**src/rtl/axi_slave_package.sv**
```systemverilog
// Shared types and constants for the AXI write FIFO reader.
// Contents:
//   state_t     - reader FSM states
//   TRUE/FALSE  - single-bit logic constants
package axi_slave_package;

  typedef enum logic [2:0] {
    IDLE,
    AW_RD,
    HDR,
    W_RD,
    BEAT
  } state_t;

  localparam logic TRUE  = 1'b1;
  localparam logic FALSE = 1'b0;

endpackage

```
**src/rtl/axi_wr_fifo_reader_if.sv**
```systemverilog
// Bundle of FIFO-side and downstream-side signals of the AXI write FIFO reader.
// Ports (slave = reader side):
//   aw_fifo_empty/aw_fifo_rd_en/aw_fifo_rd_data  AW FIFO read port, entry {id, addr, len}
//   w_fifo_empty/w_fifo_rd_en/w_fifo_rd_data     W FIFO read port, entry {data, strb, last}
//   req_valid/req_ready/req_id/req_addr/req_len  downstream header handshake
//   beat_valid/beat_ready/beat_data/beat_strb/beat_last  downstream data handshake
interface axi_wr_fifo_reader_if #(
  parameter int ADDR_W = 64,
  parameter int LEN_W  = 8,
  parameter int ID_W   = 4,
  parameter int DATA_W = 128
);
  localparam int STRB_W = DATA_W / 8;

  logic                           aw_fifo_empty;
  logic                           aw_fifo_rd_en;
  logic [ID_W+ADDR_W+LEN_W-1:0]   aw_fifo_rd_data;

  logic                           w_fifo_empty;
  logic                           w_fifo_rd_en;
  logic [DATA_W+STRB_W:0]         w_fifo_rd_data;

  logic                           req_valid;
  logic                           req_ready;
  logic [ID_W-1:0]                req_id;
  logic [ADDR_W-1:0]              req_addr;
  logic [LEN_W-1:0]               req_len;

  logic                           beat_valid;
  logic                           beat_ready;
  logic [DATA_W-1:0]              beat_data;
  logic [STRB_W-1:0]              beat_strb;
  logic                           beat_last;

  modport slave (
    input  aw_fifo_empty, aw_fifo_rd_data, w_fifo_empty, w_fifo_rd_data,
    input  req_ready, beat_ready,
    output aw_fifo_rd_en, w_fifo_rd_en,
    output req_valid, req_id, req_addr, req_len,
    output beat_valid, beat_data, beat_strb, beat_last
  );

  modport master (
    output aw_fifo_empty, aw_fifo_rd_data, w_fifo_empty, w_fifo_rd_data,
    output req_ready, beat_ready,
    input  aw_fifo_rd_en, w_fifo_rd_en,
    input  req_valid, req_id, req_addr, req_len,
    input  beat_valid, beat_data, beat_strb, beat_last
  );

endinterface

```
**src/rtl/axi_wr_fifo_reader.sv**
```systemverilog
// Drains an AW FIFO and a W FIFO and replays each write burst downstream as
// one header followed by len+1 data beats. The beat counter loaded from AWLEN
// decides beat_last; the W FIFO last bit is only checked (err_len).
// Ports:
//   clk      single clock, posedge
//   arst     asynchronous active-low reset
//   bus      FIFO read ports and downstream handshakes (slave modport)
//   err_len  one-cycle pulse when an accepted beat's FIFO last bit disagrees with the counter
//   busy     high whenever the FSM is not IDLE
module axi_wr_fifo_reader
  import axi_slave_package::*;
#(
  parameter int ADDR_W = 64,
  parameter int LEN_W  = 8,
  parameter int ID_W   = 4,
  parameter int DATA_W = 128
) (
  input  logic                 clk,
  input  logic                 arst,
  axi_wr_fifo_reader_if.slave  bus,
  output logic                 err_len,
  output logic                 busy
);

  localparam int STRB_W = DATA_W / 8;
  localparam int AW_W   = ID_W + ADDR_W + LEN_W;

  state_t             state;
  state_t             next_state;
  logic               aw_pop;
  logic               w_pop;
  logic               w_pend;
  logic               cnt_zero;

  logic [ID_W-1:0]    id_q;
  logic [ADDR_W-1:0]  addr_q;
  logic [LEN_W-1:0]   len_q;
  logic [LEN_W-1:0]   cnt_q;
  logic [DATA_W-1:0]  data_q;
  logic [STRB_W-1:0]  strb_q;
  logic               last_q;

  assign cnt_zero = (cnt_q == '0);

  // State register.
  always_ff @(posedge clk or negedge arst) begin
    if (!arst) begin
      state <= IDLE;
    end else begin
      state <= next_state;
    end
  end

  // Next state and FIFO pops. W_RD is split by w_pend: the first cycle pops,
  // the second cycle sees the popped entry and moves on, so a pop is never
  // outstanding while another is issued.
  always_comb begin
    next_state = state;
    aw_pop     = FALSE;
    w_pop      = FALSE;
    case (state)
      IDLE: begin
        if (!bus.aw_fifo_empty) begin
          aw_pop     = TRUE;
          next_state = AW_RD;
        end
      end
      AW_RD: next_state = HDR;
      HDR: begin
        if (bus.req_ready) next_state = W_RD;
      end
      W_RD: begin
        if (w_pend) begin
          next_state = BEAT;
        end else if (!bus.w_fifo_empty) begin
          w_pop = TRUE;
        end
      end
      BEAT: begin
        if (bus.beat_ready) next_state = cnt_zero ? IDLE : W_RD;
      end
      default: next_state = IDLE;
    endcase
  end

  // Header/beat capture and beat counter. Everything clears on reset so all
  // downstream payload outputs read zero while arst is low.
  always_ff @(posedge clk or negedge arst) begin
    if (!arst) begin
      id_q   <= '0;
      addr_q <= '0;
      len_q  <= '0;
      cnt_q  <= '0;
      data_q <= '0;
      strb_q <= '0;
      last_q <= FALSE;
      w_pend <= FALSE;
    end else begin
      if (state == AW_RD) begin
        id_q   <= bus.aw_fifo_rd_data[AW_W-1 -: ID_W];
        addr_q <= bus.aw_fifo_rd_data[ADDR_W+LEN_W-1 -: ADDR_W];
        len_q  <= bus.aw_fifo_rd_data[LEN_W-1:0];
        cnt_q  <= bus.aw_fifo_rd_data[LEN_W-1:0];
      end
      if (w_pop) begin
        w_pend <= TRUE;
      end
      if (state == W_RD && w_pend) begin
        data_q <= bus.w_fifo_rd_data[DATA_W+STRB_W -: DATA_W];
        strb_q <= bus.w_fifo_rd_data[STRB_W:1];
        last_q <= bus.w_fifo_rd_data[0];
        w_pend <= FALSE;
      end
      if (state == BEAT && bus.beat_ready && !cnt_zero) begin
        cnt_q <= cnt_q - LEN_W'(1);
      end
    end
  end

  // The AW pop is combinational on the empty flag; gating it with arst keeps
  // it low during reset even though the reset state is IDLE.
  assign bus.aw_fifo_rd_en = aw_pop & arst;
  assign bus.w_fifo_rd_en  = w_pop;

  assign bus.req_valid  = (state == HDR);
  assign bus.req_id     = id_q;
  assign bus.req_addr   = addr_q;
  assign bus.req_len    = len_q;

  assign bus.beat_valid = (state == BEAT);
  assign bus.beat_data  = data_q;
  assign bus.beat_strb  = strb_q;
  assign bus.beat_last  = (state == BEAT) && cnt_zero;

  assign err_len = (state == BEAT) && bus.beat_ready && (last_q != cnt_zero);
  assign busy    = (state != IDLE);

endmodule

```
**src/flat_wrapper.sv**
```systemverilog
// flat-port wrapper written by rule: the top's interface ports become plain ports
module axi_wr_fifo_reader_flat import axi_slave_package::*;
#(
  parameter int ADDR_W = 64,
  parameter int LEN_W  = 8,
  parameter int ID_W   = 4,
  parameter int DATA_W = 128
)
  (clk, arst, err_len, busy, bus_aw_fifo_empty, bus_aw_fifo_rd_data, bus_w_fifo_empty, bus_w_fifo_rd_data, bus_req_ready, bus_beat_ready, bus_aw_fifo_rd_en, bus_w_fifo_rd_en, bus_req_valid, bus_req_id, bus_req_addr, bus_req_len, bus_beat_valid, bus_beat_data, bus_beat_strb, bus_beat_last);
  axi_wr_fifo_reader_if #(.ADDR_W(ADDR_W), .LEN_W(LEN_W), .ID_W(ID_W), .DATA_W(DATA_W)) bus_i ();
  input  logic clk;
  input  logic arst;
  output logic err_len;
  output logic busy;
  input wire logic [$bits(bus_i.aw_fifo_empty)-1:0] bus_aw_fifo_empty;
  input wire logic [$bits(bus_i.aw_fifo_rd_data)-1:0] bus_aw_fifo_rd_data;
  input wire logic [$bits(bus_i.w_fifo_empty)-1:0] bus_w_fifo_empty;
  input wire logic [$bits(bus_i.w_fifo_rd_data)-1:0] bus_w_fifo_rd_data;
  input wire logic [$bits(bus_i.req_ready)-1:0] bus_req_ready;
  input wire logic [$bits(bus_i.beat_ready)-1:0] bus_beat_ready;
  output wire logic [$bits(bus_i.aw_fifo_rd_en)-1:0] bus_aw_fifo_rd_en;
  output wire logic [$bits(bus_i.w_fifo_rd_en)-1:0] bus_w_fifo_rd_en;
  output wire logic [$bits(bus_i.req_valid)-1:0] bus_req_valid;
  output wire logic [$bits(bus_i.req_id)-1:0] bus_req_id;
  output wire logic [$bits(bus_i.req_addr)-1:0] bus_req_addr;
  output wire logic [$bits(bus_i.req_len)-1:0] bus_req_len;
  output wire logic [$bits(bus_i.beat_valid)-1:0] bus_beat_valid;
  output wire logic [$bits(bus_i.beat_data)-1:0] bus_beat_data;
  output wire logic [$bits(bus_i.beat_strb)-1:0] bus_beat_strb;
  output wire logic [$bits(bus_i.beat_last)-1:0] bus_beat_last;
  assign bus_i.aw_fifo_empty = bus_aw_fifo_empty;
  assign bus_i.aw_fifo_rd_data = bus_aw_fifo_rd_data;
  assign bus_i.w_fifo_empty = bus_w_fifo_empty;
  assign bus_i.w_fifo_rd_data = bus_w_fifo_rd_data;
  assign bus_i.req_ready = bus_req_ready;
  assign bus_i.beat_ready = bus_beat_ready;
  assign bus_aw_fifo_rd_en = bus_i.aw_fifo_rd_en;
  assign bus_w_fifo_rd_en = bus_i.w_fifo_rd_en;
  assign bus_req_valid = bus_i.req_valid;
  assign bus_req_id = bus_i.req_id;
  assign bus_req_addr = bus_i.req_addr;
  assign bus_req_len = bus_i.req_len;
  assign bus_beat_valid = bus_i.beat_valid;
  assign bus_beat_data = bus_i.beat_data;
  assign bus_beat_strb = bus_i.beat_strb;
  assign bus_beat_last = bus_i.beat_last;
  axi_wr_fifo_reader #(.ADDR_W(ADDR_W), .LEN_W(LEN_W), .ID_W(ID_W), .DATA_W(DATA_W)) u_core (.clk(clk), .arst(arst), .bus(bus_i), .err_len(err_len), .busy(busy));
endmodule
```
**config.mk**
```make
export PLATFORM = sky130hd
export DESIGN_NAME = axi_wr_fifo_reader_flat
export DESIGN_NICKNAME = d
export VERILOG_FILES = /design/src/rtl/axi_slave_package.sv /design/src/rtl/axi_wr_fifo_reader_if.sv /design/src/rtl/axi_wr_fifo_reader.sv /design/src/flat_wrapper.sv
export SDC_FILE = /design/constraint.sdc
export NUM_CORES = 1
export LEC_CHECK = 0
export CORE_AREA = 2 2 177 179
export DETAILED_ROUTE_END_ITERATION = 10
export DIE_AREA = 0 0 179 181
export GPL_ROUTABILITY_DRIVEN = 0
export SLEW_MARGIN = 20
export SYNTH_ARGS = -nofsm -noshare
export SYNTH_HDL_FRONTEND = slang
export SYNTH_SLANG_ARGS = --single-unit
```
**constraint.sdc**
```tcl
create_clock -name clk -period 2.3 [get_ports clk]
set_input_delay 0.345 -clock clk [delete_from_list [all_inputs] [get_ports clk]]
set_output_delay 0.345 -clock clk [all_outputs]
set_load 0.05 [all_outputs]
```
# After elaboration in Yosys (flattened, before gate mapping)

Cells that the tools add are included.

Flip-flop bits (word level): 233
Input bits: 227
Output and inout port bits: 227
Word-level logic and storage cells: 47

Add/sub/neg operators: 1
Equal/unequal tests: 9
Muxes and demuxes: 15
Bitwise logic cells: 1
Reduce and logical (&&, ||, !) cells: 12

Operator list:

| kind                  | count |
|---|---|
| $mux W8               | 2 |
| $pmux W3 S5           | 1 |
| $mux W3               | 4 |
| $logic_not A8 Y1      | 1 |
| $sub A8 B1 Y8 const B | 1 |
| $mux W1               | 7 |
| $eq A3 B2 Y1 const B  | 2 |
| $ne A2 B2 Y1 const B  | 3 |
| $logic_and A1 B1 Y1   | 5 |
| $reduce_and A4 Y1     | 1 |
| $reduce_bool A2 Y1    | 2 |
| $eq A3 B1 Y1 const B  | 1 |
| $eq A3 B3 Y1 const B  | 1 |
| $logic_not A3 Y1      | 1 |
| $reduce_bool A3 Y1    | 1 |
| $mux W2               | 1 |
| $ne A2 B1 Y1 const B  | 1 |
| $and A1 B1 Y1         | 1 |
| $logic_not A1 Y1      | 1 |
| $ne A1 B1 Y1          | 1 |

# Logic depth before layout (Yosys ltp)

Word-level depth: 5
Mapped depth: 7
Gate-level depth less buffers: 6

# Worst setup path after synthesis

OpenSTA, ideal clock, no wires.

Kind: reg-to-output
Start point: register u_core.state[2]
End point: output port bus_aw_fifo_rd_en
Arrival time: 2341 ps
Required time: 1955 ps
Path slack: -386 ps
Stages on the path, launching flop included: 4
Buffers on the path: 1
Path through: dfrtp_1 > buf_2 > or3_1 > nor3b_1

Cells in the longest elaborated chain, start to end: 3

Ends and longest elaborated chain:

| element                | RTL line                  | source |
|---|---|---|
| from (decl)            | axi_wr_fifo_reader.sv:28  | `state_t state;` |
| from (signal assigned) | axi_wr_fifo_reader.sv:50  | `state <= next_state;` |
| $logic_not A3 Y1       | axi_wr_fifo_reader.sv:61  | `case (state)` |
| $mux W1                | axi_wr_fifo_reader.sv:61  |  |
| $and A1 B1 Y1          | axi_wr_fifo_reader.sv:122 | `assign bus.aw_fifo_rd_en = aw_pop & arst;` |
| to (decl)              | flat_wrapper.sv:21        | `output wire logic [$bits(bus_i.aw_fifo_rd_en)-1:0] bus_aw_fifo_rd_en;` |

No other way between the ends.

# Worst setup path in the final report

Start point: register u_core.cnt_q[0]
End point: output port err_len

Cells in the longest elaborated chain, start to end: 3

Ends and longest elaborated chain:

| element                | RTL line                  | source |
|---|---|---|
| from (decl)            | axi_wr_fifo_reader.sv:38  | `logic [LEN_W-1:0] cnt_q;` |
| from (signal assigned) | axi_wr_fifo_reader.sv:103 | `cnt_q <= bus.aw_fifo_rd_data[LEN_W-1:0];` |
| from (signal assigned) | axi_wr_fifo_reader.sv:115 | `cnt_q <= cnt_q - LEN_W'(1);` |
| $logic_not A8 Y1       | axi_wr_fifo_reader.sv:43  | `assign cnt_zero = (cnt_q == '0);` |
| $ne A1 B1 Y1           | axi_wr_fifo_reader.sv:135 | `assign err_len = (state == BEAT) && bus.beat_ready && (last_q != cnt_zero);` |
| $logic_and A1 B1 Y1    | axi_wr_fifo_reader.sv:135 |  |
| to (decl)              | flat_wrapper.sv:13        | `output logic err_len;` |

No other way between the ends.

==> results.py <==
metrics = {
    "detailed_routing": {
        "vias_per_cell": 4.363,
        "drt_first_pass_iters": 4,
        "drc": 0,
        "wl_um": 27710,
        "wire_per_inst_um": 17.25,
        "via_count": 7007,
        "ant_nets": 0,
        "drtIter0Drc": 224,
    },
    "layout": {
        "fin_cells": 1606,
        "final_cell_mix": "clkdlybuf4s50_1 (444), nand2_1 (234), dfrtp_1 (232)",
        "design_area_um2": 15040,
        "layout-drive-gt1-share_pct": 18.86,
        "finalNetCount": 1418,
        "syn_to_final_growth_pct": 67.62,
        "utilization_pct": 49.55,
        "layout_commonest_cell": "clkdlybuf4s50_1",
    },
    "clocking": {
        "cts_root_buf": "clkbuf_16",
        "htreeDepth": 1,
        "clock-sinks": 233,
        "cts_tree": "done",
        "cts_buffers": 28,
        "clkTransAtPathRegs_ns": 0.06,
        "cts.path.max_buffers": 3,
        "clock_latency_ns": 0.54,
    },
    "timing": {
        "slew_viol_final": 0,
        "clock_skew_ns": 0.01284,
        "holdWs_ns": 0.3250,
        "setup_viol": 2,
        "period_share_pct": 115.4,
        "period_needed_ns": 2.654,
        "setup_ws_ns": -0.3543,
        "rsz0062_at_grt": "yes",
        "worstMarginPinSlew_ns": 0.7419,
        "hold_viol_final": 0,
        "max_freq_ghz": 0.3768,
        "slew_headroom_pct": 50.54,
        "setup_tns_ns": -0.6656,
    },
    "yosys": {
        "synth-seq-area-share_pct": 64.98,
        "synthCells": 724,
        "yosysUniqueCellTypes": 38,
        "synth_edf_count": 0,
        "synth_area_um2": 8972,
        "syn_nets": 952,
        "synth_flop_cell": "dfrtp_1",
        "postSynthAreaPerCell_um2": 12.39,
        "ys_seq_elements": 233,
        "async_reset_ff_share_pct": 100.0,
        "synth_warnings": 0,
    },
    "pwr": {
        "ir_drop_uv": 883.9,
        "cellInternalPower_mw": 14.45,
        "p_sw_share_pct": 47.11,
        "finalPower_mw": 27.31,
        "p_leak_nw": 6.549,
        "p_seq_share_pct": 26.8,
        "p_clk_share_pct": 15.6,
        "p_switching_mw": 12.87,
        "combPwrFrac_pct": 57.6,
        "power_density_nw_per_um2": 1816,
    },
    "global_route": {
        "grt_antenna_before_repair": 1,
        "grt.overflow.total": 0,
        "grt_pass1_vias": 7259,
        "grt_pass1_wl_um": 41690,
        "grtUsageTotal_pct": 16.51,
        "grt_max_degree": 126,
    },
    "die": {
        "placementRows": 64,
        "die_x_um": 179,
        "start_util_pct": 29.56,
        "die-area_um2": 32400,
        "io_pins": 454,
        "die_y_um": 181,
        "core_area_um2": 30350,
    },
    "job": {
        "drv_cap": 0,
    },
    "critical_path": {
        "arrival_ns": 2.31,
        "start_kind": "flip-flop",
        "cp_max_fo": 2,
        "crit_required_ns": 1.96,
        "worstSetupPathType": "flip-flop to output port",
        "critical_path.endpoint_type": "output port",
    },
    "hold_path": {
        "hp-class": "primary input to flip-flop",
    },
    "run_status": {
        "violations": "negative setup slack",
        "outcome": "finished with violations",
    },
    "place": {
        "dp_cells": 1552,
        "dp_slack_ns": 0.05588,
        "dpl_cell_area_um2": 14100,
        "post-dp-hpwl_um": 20230,
        "port_buffers": 453,
    },
}
state kept, by name (all words and copies together) (netlist names):
name / flops
u_core.bus.beat_data: 128
u_core.bus.req_addr: 64
u_core.bus.beat_strb: 16
u_core.bus.req_len: 8
u_core.cnt_q: 8
u_core.bus.req_id: 4
u_core.state: 3
u_core.last_q: 1
u_core.w_pend: 1
synthesized netlist by cell type, types with 3 or more instances:
library cell,instances,share of area [%]
buf_2,25,1.4
mux2_2,145,18
o21a_1,3,0.25
nor3b_1,5,0.42
nand2_1,235,9.8
nor2_1,9,0.38
nor3_1,5,0.28
nand2b_1,3,0.21
inv_1,4,0.17
nand3_1,3,0.17
a21oi_1,8,0.45
clkbuf_1,13,0.54
dfrtp_1,233,65
o21ai_0,5,0.28
path summary, 6_finish.rpt:
kind	end	startpoint	slack (ns)	cells past startpoint
min reg2reg	u_core.bus.req_len[4]$_DFFE_PN0P_	u_core.bus.req_len[4]$_DFFE_PN0P_	0.47	2
min in group asynchronous	u_core.bus.beat_strb[2]$_DFFE_PN0P_	arst	0.55	3
max	err_len	u_core.cnt_q[0]$_DFFE_PN0P_	-0.35	7
max reg2reg	u_core.cnt_q[4]$_DFFE_PN0P_	u_core.cnt_q[0]$_DFFE_PN0P_	0.30	7
max in group asynchronous	u_core.state[1]$_DFFE_PN0P_	arst	1.14	3
min	u_core.bus.req_addr[34]$_DFFE_PN0P_	bus_aw_fifo_rd_data[42]	0.33	3
area by class of cell:
type                            count  area [um^2]
Fill cell                        2779        15310
Inverter                            4        15.01
Antenna cell                        1        2.502
Timing Repair Buffer              475         4810
Clock buffer                       44        822.0
Clock inverter                      5        56.30
Sequential cell                   233         5832
Multi-Input combinational cell    448         3007
Tap cell                          396        495.5
worst max-delay path, cell delays in order, from the launching register on:
cell	delay [ns]
dfrtp_1	0.39
inv_2	0.08
ha_4	0.13
or4b_4	0.46
or2_4	0.26
xnor2_2	0.13
and2_4	0.17
buf_12	0.14
power groups by stage:
stage,registers [mW],logic [mW],clock network [mW]
2_1_floorplan,14.1,3.36,0
3_3_place_gp,7.27,15.8,0
3_5_place_dp,7.37,15.9,0
4_1_cts,7.34,15.9,4.40
5_1_grt,7.59,16.5,4.57
6_report,7.32,15.7,4.25
kinds of logic (layout without fill, tap and decap cells):
logic type,after synthesis,in the layout,share of synthesized area (%)
and+or+nand+nor,273,273,12.36
DFF,233,233,64.98
muxes,146,146,18.31
buffers and inverters,43,528,2.231
AOI/OAI and AO/OA,26,26,1.785
xor gates and xnor gates,2,2,0.1953
adders and majority gates,1,1,0.1394
other,0,1,0
timing repair:
action                                  CTS  global route
hold buffers                              1             0
setup buffers                             2             1
hold endpoints to repair                233             0
endpoints found under the setup margin    3             4
gates resized for setup                   7             5
pin swaps                                 1             2
layer usage:
| metal | GRT usage (%) | routed length, um | part of all wire (%) |
|---|---|---|---|
| met5 | 0 | 0 | 0 |
| met4 | 4.878 | 851 | 3.1 |
| met3 | 5.745 | 2748 | 9.9 |
| met2 | 29.48 | 13810 | 50 |
| met1 | 18.31 | 10300 | 37 |
No activity file was read; power rests on OpenSTA's default activity.
